**src/rtl/voting_machine_param.sv**
```systemverilog
// Parametrised voting machine: hold-to-vote button bank with saturating tallies,
// a registered result display and registered winner/tie tracking.
module voting_machine_param #(
    parameter int NUM_CAND = 4,
    parameter int CNT_W    = 8,
    parameter int HOLD_CYC = 10
) (
    input  logic                        clk,
    input  logic                        rst,
    input  logic                        mode,
    input  logic [NUM_CAND-1:0]         button,
    output logic [CNT_W-1:0]            led,
    output logic                        vote_valid,
    output logic [$clog2(NUM_CAND)-1:0] vote_idx,
    output logic                        vote_reject,
    output logic [$clog2(NUM_CAND)-1:0] winner_idx,
    output logic                        winner_valid,
    output logic                        tie,
    output logic                        sat
);
    localparam int IW = $clog2(NUM_CAND);
    localparam int HW = $clog2(HOLD_CYC + 1);
    localparam logic [HW-1:0] HOLD_LAST = HW'(HOLD_CYC - 1);

    typedef enum logic [1:0] {IDLE, ARM, REJ, WREL} state_t;

    state_t              state;
    logic [HW-1:0]       hold_cnt;
    logic [NUM_CAND-1:0] pat;
    logic                mode_d;
    logic [CNT_W-1:0]    tally [NUM_CAND];

    logic                any_btn;
    logic                multi;
    logic                single;
    logic                cast;
    logic [IW-1:0]       btn_idx;
    logic [CNT_W-1:0]    max_v;
    logic [IW-1:0]       max_i;
    logic                shared;

    function automatic logic [IW-1:0] low_idx(input logic [NUM_CAND-1:0] v);
        logic [IW-1:0] r;
        r = '0;
        for (int i = NUM_CAND - 1; i >= 0; i--) begin
            if (v[i]) r = IW'(i);
        end
        return r;
    endfunction

    function automatic logic [CNT_W-1:0] sat_inc(input logic [CNT_W-1:0] v);
        return (v == '1) ? v : v + CNT_W'(1);
    endfunction

    // A vote lands on the edge that completes HOLD_CYC consecutive samples of one lone button.
    always_comb begin
        any_btn = |button;
        multi   = |(button & (button - NUM_CAND'(1)));
        single  = any_btn && !multi;
        btn_idx = low_idx(button);
        cast    = 1'b0;
        if (!mode) begin
            if (state == IDLE)
                cast = (HOLD_CYC == 1) && single && !mode_d;
            else if (state == ARM)
                cast = (button == pat) && (hold_cnt == HOLD_LAST);
        end
    end

    always_comb begin
        max_v  = '0;
        max_i  = '0;
        shared = 1'b0;
        for (int i = 0; i < NUM_CAND; i++) begin
            if (tally[i] > max_v) begin
                max_v = tally[i];
                max_i = IW'(i);
            end
        end
        for (int i = 0; i < NUM_CAND; i++) begin
            if (IW'(i) != max_i && tally[i] == max_v) shared = 1'b1;
        end
    end

    always_ff @(posedge clk or negedge rst) begin
        if (!rst) begin
            state       <= IDLE;
            hold_cnt    <= '0;
            pat         <= '0;
            mode_d      <= 1'b0;
            vote_valid  <= 1'b0;
            vote_idx    <= '0;
            vote_reject <= 1'b0;
        end else begin
            mode_d      <= mode;
            vote_valid  <= cast;
            vote_reject <= 1'b0;
            if (cast) vote_idx <= btn_idx;
            if (mode) begin
                state    <= IDLE;
                hold_cnt <= '0;
            end else begin
                case (state)
                    IDLE: begin
                        hold_cnt <= '0;
                        // Coming back from result mode with a button still down needs a release first.
                        if (mode_d && any_btn) begin
                            state <= WREL;
                        end else if (multi) begin
                            state       <= REJ;
                            vote_reject <= 1'b1;
                        end else if (single) begin
                            pat      <= button;
                            hold_cnt <= HW'(1);
                            state    <= cast ? WREL : ARM;
                        end
                    end
                    ARM: begin
                        if (cast) begin
                            state    <= WREL;
                            hold_cnt <= '0;
                        end else if (button == pat) begin
                            hold_cnt <= hold_cnt + HW'(1);
                        end else begin
                            hold_cnt <= '0;
                            if (multi) begin
                                state       <= REJ;
                                vote_reject <= 1'b1;
                            end else begin
                                state <= IDLE;
                            end
                        end
                    end
                    REJ:  state <= WREL;
                    WREL: if (!any_btn) state <= IDLE;
                    default: state <= IDLE;
                endcase
            end
        end
    end

    always_ff @(posedge clk or negedge rst) begin
        if (!rst) begin
            for (int i = 0; i < NUM_CAND; i++) tally[i] <= '0;
            sat <= 1'b0;
        end else if (cast) begin
            tally[btn_idx] <= sat_inc(tally[btn_idx]);
            if (tally[btn_idx] == '1) sat <= 1'b1;
        end
    end

    // Display and winner registers trail the tallies by one cycle.
    always_ff @(posedge clk or negedge rst) begin
        if (!rst) begin
            led          <= '0;
            winner_idx   <= '0;
            winner_valid <= 1'b0;
            tie          <= 1'b0;
        end else begin
            led          <= (mode && any_btn) ? tally[btn_idx] : '0;
            winner_idx   <= max_i;
            winner_valid <= (max_v != '0);
            tie          <= shared && (max_v != '0);
        end
    end

endmodule

```
**config.mk**
```make
export PLATFORM = sky130hd
export DESIGN_NAME = voting_machine_param
export DESIGN_NICKNAME = d
export VERILOG_FILES = /design/src/rtl/voting_machine_param.sv
export SDC_FILE = /design/constraint.sdc
export NUM_CORES = 1
export LEC_CHECK = 0
export CAP_MARGIN = 20
export CORE_ASPECT_RATIO = 1.75
export CORE_MARGIN = 1
export CORE_UTILIZATION = 35
export CTS_CLUSTER_DIAMETER = 30
export DETAILED_ROUTE_END_ITERATION = 7
export PLACE_DENSITY = 0.48
export SLEW_MARGIN = 20
export SYNTH_ARGS = -nofsm -noshare
export SYNTH_HDL_FRONTEND = slang
export SYNTH_SLANG_ARGS = --single-unit
```
**constraint.sdc**
```tcl
create_clock -name clk -period 8.8 [get_ports clk]
set_clock_uncertainty 0.05 [all_clocks]
set_input_delay 2.2 -clock clk [delete_from_list [all_inputs] [get_ports clk]]
set_output_delay 2.2 -clock clk [all_outputs]
set_load 0.01 [all_outputs]
```
==> impl_metrics.py <==
metrics = {
    "placement": {
        "place_ws_ps": 1801,
        "portBuffers": 23,
        "place.gp.congestion": 0.9164,
        "hpwl_um": 11260,
        "placedCellCount": 671,
    },
    "cts": {
        "clockBufferDepth": 2,
        "post_cts_resize_count": 0,
        "cts_tree": "built",
        "postCtsSetupBuffers": 0,
        "cts-root-buf": "clkbuf_16",
        "cts_hold_buffers": 0,
        "clk-insertion-delay-late_ps": 340,
        "htree_levels": 3,
        "clk_pin_slew_worst_paths_ps": 60,
        "numClockSinks": 60,
        "cts_buffers": 9,
    },
    "routing": {
        "met1_length_um": 5259,
        "drcViolationCount": 0,
        "drt-total-wl_um": 14700,
        "wl_met2_um": 7939,
        "highest_layer": "met4",
        "wl_per_cell_um": 21.36,
        "vias": 3979,
        "vias_per_cell": 5.783,
        "wl_met3_um": 568,
        "drt_pass1_iterations": 5,
        "ant_nets": 0,
        "drt_iter0_drc": 223,
    },
    "min_path": {
        "worstHoldPathCells": 1,
        "min_from": "sat",
        "whs_endpoint": "sat",
        "min_path_type": "flop to flop",
    },
    "status": {
        "status": "completed",
    },
    "synthesis": {
        "yosys.area.top_type": "dfrtp_1",
        "postSynthAreaPerCell_um2": 9.046,
        "synth_edf_count": 0,
        "synthArstFlopShare_pct": 100.0,
        "synth_seq_cells": 60,
        "yosys_warnings": 0,
        "yosysSeqAreaShare_pct": 33.20,
        "synthTopCellsByArea": "dfrtp_1 33%, mux2_2 7.2%, ha_1 7.2%",
        "netlist_area_um2": 4523,
        "synth.top_cell.area_share_pct": 33.20,
        "syn_nets": 533,
        "synthCells": 500,
        "synth_top_flop_cell": "dfrtp_1",
        "ys_types": 69,
    },
    "power_and_ir_drop": {
        "irDropWorstVdd_mv": 0.1050,
        "p_leak_nw": 2.303,
        "fin_total_pwr_w": 0.001045,
        "p_per_area_nw_per_um2": 198.8,
    },
    "floorplanning": {
        "num_rows": 54,
        "dieArea_um2": 13400,
        "start_util_pct": 36.19,
        "ios": 24,
        "die_w_um": 87.94,
        "die_h_um": 152.4,
        "coreArea_um2": 12500,
    },
    "finish": {
        "layout-drive-gt1-share_pct": 14.62,
        "nFillCells": 1263,
        "n_antenna_cell": 0,
        "nets": 548,
        "area_growth_pct": 16.21,
        "fin_cells": 688,
    },
    "grt": {
        "antenna_found_initial": 0,
        "grt_start_max_net_pins": 61,
        "grt_pass1_wl_um": 23400,
        "grt_overflow_total": 0,
        "globalRouteTotalUtil_pct": 23.70,
        "grt_pass1_vias": 4156,
    },
    "setup_path": {
        "reg2reg_slack_ps": 1610,
        "reg2reg_depth": 30,
        "cp-start-kind": "flop",
        "arrival_ps": 7400,
        "cp-end-kind": "flop",
        "critPathMaxFanout": 18,
        "cp_data_required_time_ps": 9010,
        "critPathLaunch": "tally[29]",
        "r2r-end": "tie",
        "rr_startpoint": "tally[29]",
        "cpPeakStageDelay_ps": 560,
        "critical_path_class": "flop to flop",
        "slowest_stage": "dfrtp_1",
    },
    "sta": {
        "hold_slack_ps": 416.7,
        "layout_min_cycle_time_ps": 7188,
        "setup_viol": 0,
        "fin_crit_sh_pct": 81.68,
        "drv_slew": 0,
        "slew_headroom_pct": 35.42,
        "rsz0062_at_grt": "false",
        "setup_slack_ps": 1612,
        "fmax_mhz": 139.1,
        "tightest_slew_ps": 964.5,
        "finalSetupTns_ps": 0,
        "final_hold_viol_count": 0,
    },
    "job": {
        "maxCapViolations": 0,
    },
}
==> power by group <==
group	switching, W	total (W)	internal [W]	leakage (nW)
combinational	0.000172	0.000299	0.000127	1.33
clock	0.000144	0.000423	0.000279	0.166
sequential	0.0000200	0.000323	0.000303	0.812
==> cell families (layout without fill, tap and decap cells) <==
| group | after synthesis | in the layout | synth area share [%] |
|---|---|---|---|
| compound gates | 132 | 132 | 20.66 |
| xor+xnor | 38 | 38 | 7.358 |
| fa+ha+maj | 27 | 27 | 7.414 |
| buf+inv | 50 | 70 | 4.426 |
| flops | 60 | 60 | 33.20 |
| mux | 38 | 38 | 9.212 |
| simple gates | 155 | 155 | 17.73 |
==> flip-flops by register name (all words and copies together), names as in the netlist <==
signal and count:
hold_cnt 4, led 8, vote_reject 1, winner_valid 1, pat 4, tie 1, vote_valid 1, mode_d 1
state 2, sat 1, tally 32, vote_idx 2, winner_idx 2
==> worst max path at each step <==
stage | endpoint | cells past startpoint
2_1_floorplan | tie | 28
3_3_place_gp | tie | 30
3_5_place_dp | tie | 30
4_1_cts | tie | 30
5_1_grt | tie | 30
6_report | tie | 30
==> layer usage <==
layer / GRT usage (%) / up-vias
met4: 14.75 / 0
met3: 3.900 / 54
met5: 0 / -
met1: 24.71 / 1932
met2: 42.56 / 145
li1: - / 1848
==> stage by stage <==
step	util, %	instance area (um^2)
2_1_floorplan	-	4523
3_3_place_gp	39.20	4900
3_5_place_dp	39.20	4900
4_1_cts	41.99	5249
5_1_grt	42.05	5256
6_report	42.05	5256
==> critical path, delay by kind of cell (launching register included) <==
family                   cells  cell delay (ps)
flip-flops                   1              560
buffers and inverters        4              750
multiplexers                 1              380
XOR/XNOR                     1              280
adder cells (fa/ha/maj)      3              820
AND/OR/NAND/NOR             10             2000
AO/OA/AOI/OAI               11             2260
==> cells in the final DEF (no fill, tap or decap), drive strengths merged, types with 4 or more instances in the layout <==
cell           count
dfrtp             60
nand2             41
o21ai             38
nor2              30
mux2              29
a21oi             29
ha                26
inv               25
xnor2             24
clkdlybuf4s50     22
nand3             18
xor2              14
mux2i              9
nor3               9
clkbuf             9
o211ai             9
buf                8
o31ai              8
nand4              7
o221ai             7
nor2b              7
o22ai              6
or2                6
nor4               6
nand2b             5
and3               5
nand3b             4
a21o               4
and2               4
a22o               4
==> layout make-up <==
class | count | area (um^2) | share of cell area (%)
multi-input cells | 390 | 2828 | 53.80
flip-flops and latches | 60 | 1501 | 28.56
clock inverters | 7 | 123.9 | 2.357
repair buffers | 30 | 277.8 | 5.284
inverters | 24 | 90.09 | 1.714
well taps | 168 | 210.2 | 3.999
clock buffers | 9 | 225.2 | 4.285
==> synthesized netlist by cell type, types with 3 or more instances <==
master and instances:
a21o_1 4, or2_2 6, nor3_1 9, xor2_1 14
clkbuf_1 23, nor4_1 6, nor2_1 29, a22o_1 4
o21ai_1 7, ha_1 26, and3_1 5, o21ai_0 28
a21oi_1 28, o22ai_1 6, nand4_1 7, a31oi_1 3
nand3_1 18, o221ai_1 7, mux2_2 29, or3_1 3
o31ai_1 5, nor3b_1 3, dfrtp_1 60, nand3b_1 4
mux2i_1 9, and2_1 4, nand2b_1 5, nand2_1 40
o211ai_1 8, nor2b_1 6, xnor2_1 24, inv_1 24
Note: power is estimated with default switching activity, not from simulation.
